===== src/rtl/boot_loader_pkg.sv =====
// Shared types and constants for the boot loader: FSM state encoding and word geometry.
// The BOOT_LOADER_CHECKSUM_EN macro (see boot_loader.sv) enables the CHK state.
package boot_loader_pkg;

    localparam int WORD_W         = 32;
    localparam int BYTES_PER_WORD = 4;

    typedef enum logic [2:0] {
        ST_HDR  = 3'd0,
        ST_DATA = 3'd1,
        ST_CHK  = 3'd2,
        ST_DONE = 3'd3,
        ST_ERR  = 3'd4
    } state_t;

    // Byte source may push only while the image is still being collected.
    function automatic logic accepts_bytes(input state_t s);
        logic r;
        case (s)
            ST_HDR:  r = 1'b1;
            ST_DATA: r = 1'b1;
            ST_CHK:  r = 1'b1;
            ST_DONE: r = 1'b0;
            ST_ERR:  r = 1'b0;
            default: r = 1'b0;
        endcase
        return r;
    endfunction

endpackage


===== src/rtl/boot_loader_byte_to_word.sv =====
// Little-endian byte-to-word assembler: first byte lands in bits [7:0].
// word/word_valid present the completed word in the same cycle its 4th byte is taken.
module byte_to_word
    import boot_loader_pkg::*;
(
    input  logic              clk,
    input  logic              reset,
    input  logic [7:0]        in_byte,
    input  logic              in_take,
    output logic [WORD_W-1:0] word,
    output logic              word_valid
);

    logic [1:0]        cnt_r;
    logic [WORD_W-9:0] shift_r;

    // Byte counter and shift register holding the three earlier bytes of the word.
    always_ff @(posedge clk) begin
        if (reset) begin
            cnt_r   <= 2'd0;
            shift_r <= '0;
        end else if (in_take) begin
            cnt_r   <= cnt_r + 2'd1;
            shift_r <= {in_byte, shift_r[WORD_W-9:8]};
        end
    end

    assign word       = {in_byte, shift_r};
    assign word_valid = in_take && (cnt_r == 2'(BYTES_PER_WORD - 1));

endmodule


===== src/rtl/boot_loader.sv =====
// Streams a length-prefixed little-endian image into instruction memory and releases the core.
// Define BOOT_LOADER_CHECKSUM_EN to require a trailing modulo-2^32 sum of the data words.
module boot_loader
    import boot_loader_pkg::*;
#(
    parameter int          DEPTH_WORDS = 1024,
    parameter logic [31:0] ADDR_BASE   = 32'h0000_0000
) (
    input  logic        clk,
    input  logic        reset,
    input  logic [7:0]  in_data,
    input  logic        in_valid,
    output logic        in_ready,
    output logic        imem_we,
    output logic [31:0] imem_addr,
    output logic [31:0] imem_wdata,
    output logic        cpu_reset_n,
    output logic        load_done,
    output logic        load_error
);

    localparam int IDX_W = $clog2(DEPTH_WORDS + 1);

`ifdef BOOT_LOADER_CHECKSUM_EN
    localparam state_t AFTER_DATA = ST_CHK;
`else
    localparam state_t AFTER_DATA = ST_DONE;
`endif

    state_t             state_r;
    state_t             state_next_s;
    logic [IDX_W-1:0]   idx_r;
    logic [IDX_W-1:0]   count_r;
    logic               accept_s;
    logic               word_valid_s;
    logic [WORD_W-1:0]  word_s;
    logic               write_s;
    logic               last_word_s;

    assign accept_s    = in_valid && in_ready;
    assign last_word_s = (idx_r + IDX_W'(1)) == count_r;

    byte_to_word u_b2w (
        .clk        (clk),
        .reset      (reset),
        .in_byte    (in_data),
        .in_take    (accept_s),
        .word       (word_s),
        .word_valid (word_valid_s)
    );

`ifdef BOOT_LOADER_CHECKSUM_EN
    logic [WORD_W-1:0] sum_r;

    // Running modulo-2^32 sum of every data word written.
    always_ff @(posedge clk) begin
        if (reset) begin
            sum_r <= '0;
        end else if (write_s) begin
            sum_r <= sum_r + word_s;
        end
    end
`endif

    // Next-state decode; a word write is issued for each completed DATA word.
    always_comb begin
        state_next_s = state_r;
        write_s      = 1'b0;
        case (state_r)
            ST_HDR: begin
                if (word_valid_s) begin
                    if (word_s > 32'(DEPTH_WORDS)) begin
                        state_next_s = ST_ERR;
                    end else if (word_s == 32'd0) begin
                        state_next_s = AFTER_DATA;
                    end else begin
                        state_next_s = ST_DATA;
                    end
                end else begin
                    state_next_s = ST_HDR;
                end
            end
            ST_DATA: begin
                if (word_valid_s) begin
                    write_s = 1'b1;
                    if (last_word_s) begin
                        state_next_s = AFTER_DATA;
                    end else begin
                        state_next_s = ST_DATA;
                    end
                end else begin
                    state_next_s = ST_DATA;
                end
            end
`ifdef BOOT_LOADER_CHECKSUM_EN
            ST_CHK: begin
                if (word_valid_s) begin
                    if (word_s == sum_r) begin
                        state_next_s = ST_DONE;
                    end else begin
                        state_next_s = ST_ERR;
                    end
                end else begin
                    state_next_s = ST_CHK;
                end
            end
`endif
            ST_DONE: state_next_s = ST_DONE;
            ST_ERR:  state_next_s = ST_ERR;
            default: state_next_s = ST_ERR;
        endcase
    end

    // State, word index and all registered outputs; status follows the next state so it
    // changes on the edge that accepts the final byte.
    always_ff @(posedge clk) begin
        if (reset) begin
            state_r     <= ST_HDR;
            idx_r       <= '0;
            count_r     <= '0;
            in_ready    <= 1'b1;
            imem_we     <= 1'b0;
            imem_addr   <= ADDR_BASE;
            imem_wdata  <= '0;
            cpu_reset_n <= 1'b0;
            load_done   <= 1'b0;
            load_error  <= 1'b0;
        end else begin
            state_r     <= state_next_s;
            in_ready    <= accepts_bytes(state_next_s);
            imem_we     <= write_s;
            cpu_reset_n <= (state_next_s == ST_DONE);
            load_done   <= (state_next_s == ST_DONE);
            load_error  <= (state_next_s == ST_ERR);
            if (write_s) begin
                imem_addr  <= ADDR_BASE + (32'(idx_r) << 2);
                imem_wdata <= word_s;
                idx_r      <= idx_r + IDX_W'(1);
            end
            // Oversized counts go to ERR, so the truncation here only sees legal N.
            if ((state_r == ST_HDR) && word_valid_s) begin
                count_r <= word_s[IDX_W-1:0];
            end
        end
    end

endmodule


===== config.mk =====
export PLATFORM = sky130hd
export DESIGN_NAME = boot_loader
export DESIGN_NICKNAME = d
export VERILOG_FILES = /design/src/rtl/boot_loader_pkg.sv /design/src/rtl/boot_loader_byte_to_word.sv /design/src/rtl/boot_loader.sv
export SDC_FILE = /design/constraint.sdc
export NUM_CORES = 1
export LEC_CHECK = 0
export CORE_AREA = 2 2 87 89
export DETAILED_ROUTE_END_ITERATION = 8
export DIE_AREA = 0 0 89 91
export DONT_BUFFER_PORTS = 1
export GPL_TIMING_DRIVEN = 1
export HOLD_SLACK_MARGIN = 0.05
export PLACE_DENSITY = 0.84
export SLEW_MARGIN = 20
export SYNTH_ARGS = -nofsm -noshare
export SYNTH_HDL_FRONTEND = slang
export SYNTH_SLANG_ARGS = --single-unit

===== constraint.sdc =====
create_clock -name clk -period 4.1 [get_ports clk]
set_input_delay 0.615 -clock clk [delete_from_list [all_inputs] [get_ports clk]]
set_output_delay 0.615 -clock clk [all_outputs]
set_load 0.02 [all_outputs]

==> results.md <==
* Post-synth ARST share at 0
* Highest-delay cell along the critical path: or2_2
* Seq cells post-synth at 98
* Core Footprint at 0.00714 mm²
* H-tree Lvls at 3
* Hold Crit Class: in -> reg
* Slew of the pin with the lowest slew margin at slightly above 1 ns
* Area grow syn2layout at 1.49%
* CP Class: reg -> reg
* DR vias/cell at roughly 5.4
* Hold depth at 1
* Max-slew headroom at 0.323
* DRC viols at 0
* YS warnings at 0
* Sequential area share after synthesis at 0.469
* Gr ovfl total at 0
* Syn avg cell area at 8.13 µm²
* Fill count at 648
* Switch Pwr at about 390 µW
* RSZ-0062 raised after global routing: no
* Cell Pwr Density at 380 mW/mm²
* GP Congestion at 0.926
* Post-synth cell types at 48
* Maximum vdd drop at 0.000258 V
* I/O pin total at 80
* Synth area leader: dfxtp_1
* Crit path largest cell delay at ~0.67 ns
* Antenna cell count at 0
* CTS resizes at 0
* Worst setup EP type: flip-flop
* Clock Latency Late Sink at between 0.3 and 0.4 ns
* Clk buf depth at 2
* Clock network power share at 0.363
* Switch share at 0.242
* Pre-Repair DR Iteration Count at 4
* Reg2Reg Depth at 5
* Final min period at approximately 2.3 ns
* Initial DRC count at 109
* Overall routing resource usage at 0.217
* CTS Hold Bufs at 0
* Setup TNS at 0 ns
* Drt total wl at 8470 µm
* Final Hold Viols at 0
* Pre-CTS WS at 1.81 ns
* CTS tree: yes
* Post-Syn Area at 0.00419 mm²
* Worst Path Max Fanout at 53
* Comb power frac at 0.034
* Worst EP required at 4.37 ns
* Cts bufs inserted at 9
* Clk Tree Root Cell: clkbuf_8
* Sequential share of power at 0.603
* Crit path cell chain: nand4b_4 > or2_2 > nor4_2 > nand4_2 > o21a_1
* Initial antenna violation count at 0
* Post-CTS setup buffers at 0
* Starting Density at 0.587
* Antenna-violating nets left at 0
* Final setup margin at 1.83 ns
* Multi-input logic area at between 0.0015 and 0.002 mm²
* Fmax at roughly 440 MHz
* Rows at 31
* Final period util at 0.553
* Vias in the first global route at 3066
* Layout cells sized above 1 at 0.0568
* Leakage power at 0.00151 µW
* Clock transition at path regs at 0.10 ns
* Post-synth EDFFs at 0
* # clock sinks at 98
* Top FF cell, synth: dfxtp_1
* Die area at 0.00810 mm²
* Final Skew at 0.00903 ns
* Fin. max-slew vios at 0
* Status: finished clean
* Worst EP arrival at 2.54 ns
* Synth Instances at about 500
* Nets at 501
* Share of the synthesized area in the top cell type at 0.469
* Die height at 91 µm
* FF/Latch Area at slightly below 0.002 mm²
* Total vias in the final route at 3223
* Most frequent cell after synthesis: nand2_1
* First-pass GRT wire length at 14100 µm
* Pint at 1220 µW
* Largest net degree at the start of global routing at 99
* CP startpoint kind: flip-flop
* Detail Placement HPWL at 5670 µm
* Port bufs at 0
* Max cap viols at 0
* WL/cell at 14.3 µm
* Largest cells by area after synthesis: dfxtp_1 (47%), nand2_1 (13%), a21oi_1 (9.2%)
* Commonest cells post-synth: nand2_1 (147), dfxtp_1 (98), a21oi_1 (77)
* Setup violators final at 0
* Die W at roughly 89 µm
state kept, by name (all words and copies together), names as in the netlist:
name	count
imem_wdata	32
u_b2w.shift_r	24
count_r	11
idx_r	11
imem_addr	11
state_r	3
u_b2w.cnt_r	2
imem_we	1
in_ready	1
load_done	1
load_error	1
path summary, 6_finish.rpt:
kind	end	from	slack, ns
worst min register to register	u_b2w.cnt_r[1]	u_b2w.cnt_r[1]	0.48
worst max register to register	in_ready	in_ready	1.83
worst min-delay path	imem_wdata[31]	reset	0.31
worst max-delay path	in_ready	in_ready	1.83
layout make-up:
| type | instances | share of cell area |
|---|---|---|
| inverters | 3 | 0.00265 |
| well taps | 99 | 0.0292 |
| multi-input cells | 375 | 0.461 |
| repair buffers | 1 | 0.00177 |
| clock inverters | 5 | 0.0109 |
| clock buffers | 11 | 0.0333 |
| flip-flops and latches | 98 | 0.462 |
power by group through the flow:
stage	combinational, µW	clock, µW	sequential, µW
after floorplan	75.7	0	992
after global placement	52.2	0	996
after detailed placement	54.1	0	996
after CTS	53.9	600	974
after global routing	60.7	638	976
final	54.4	586	974
critical path: cells and delay by family, from the launching register on:
kind	cells	cell delay (ns)
simple gates	4	1.39
compound gates	1	0.20
flops	1	0.55
layout by cell type (no fill, tap or decap), types with 2 or more instances in the layout:
cell and instances:
nand2_1 147, dfxtp_1 98, a21oi_1 77, nor2_1 29, conb_1 21, xnor2_1 17
mux2i_1 13, clkbuf_8 10, nor3_1 9, nor4_1 8, xor2_1 5, or2_2 3
nand3_1 3, inv_1 3, nand4_1 3, o21ai_0 3, or3_1 3, clkinv_4 3
and2_1 2, or2_1 2, nor2b_1 2, o41ai_1 2, o21ai_1 2, ha_1 2
cell families (layout without fill, tap and decap cells):
group	count (synthesis)	after routing	synth area share
fa+ha+maj	2	2	0.00598
buf+inv	62	20	0.0825
compound gates	94	94	0.125
other cells	1	21	0.000896
mux	13	13	0.0311
flops	98	98	0.469
xor+xnor	22	22	0.0460
simple gates	223	223	0.240
layer usage:
layer | global-route usage | vias up | wire [µm]
met4 | 0.0759 | 0 | 124
met3 | 0.0555 | 14 | 488
met2 | 0.355 | 116 | 4230
li1 | - | 1597 | -
met5 | 0 | - | 0
met1 | 0.274 | 1496 | 3620
stage by stage:
| step | utilization | cell area, µm² | hold WS, ns | total power (µW) | std cells |
|---|---|---|---|---|---|
| finish | 0.595 | 4250 | 0.309 | 1610 | 592 |
| global route | 0.595 | 4250 | 0.280 | 1670 | 592 |
| CTS | 0.595 | 4250 | 0.292 | 1630 | 592 |
| detailed placement | 0.569 | 4060 | 0.473 | 1050 | 576 |
| global placement | 0.569 | 4060 | 0.441 | 1050 | 576 |
| floorplan | - | 4260 | 0.440 | 1070 | 535 |
Power figures use the tool's default switching activity.
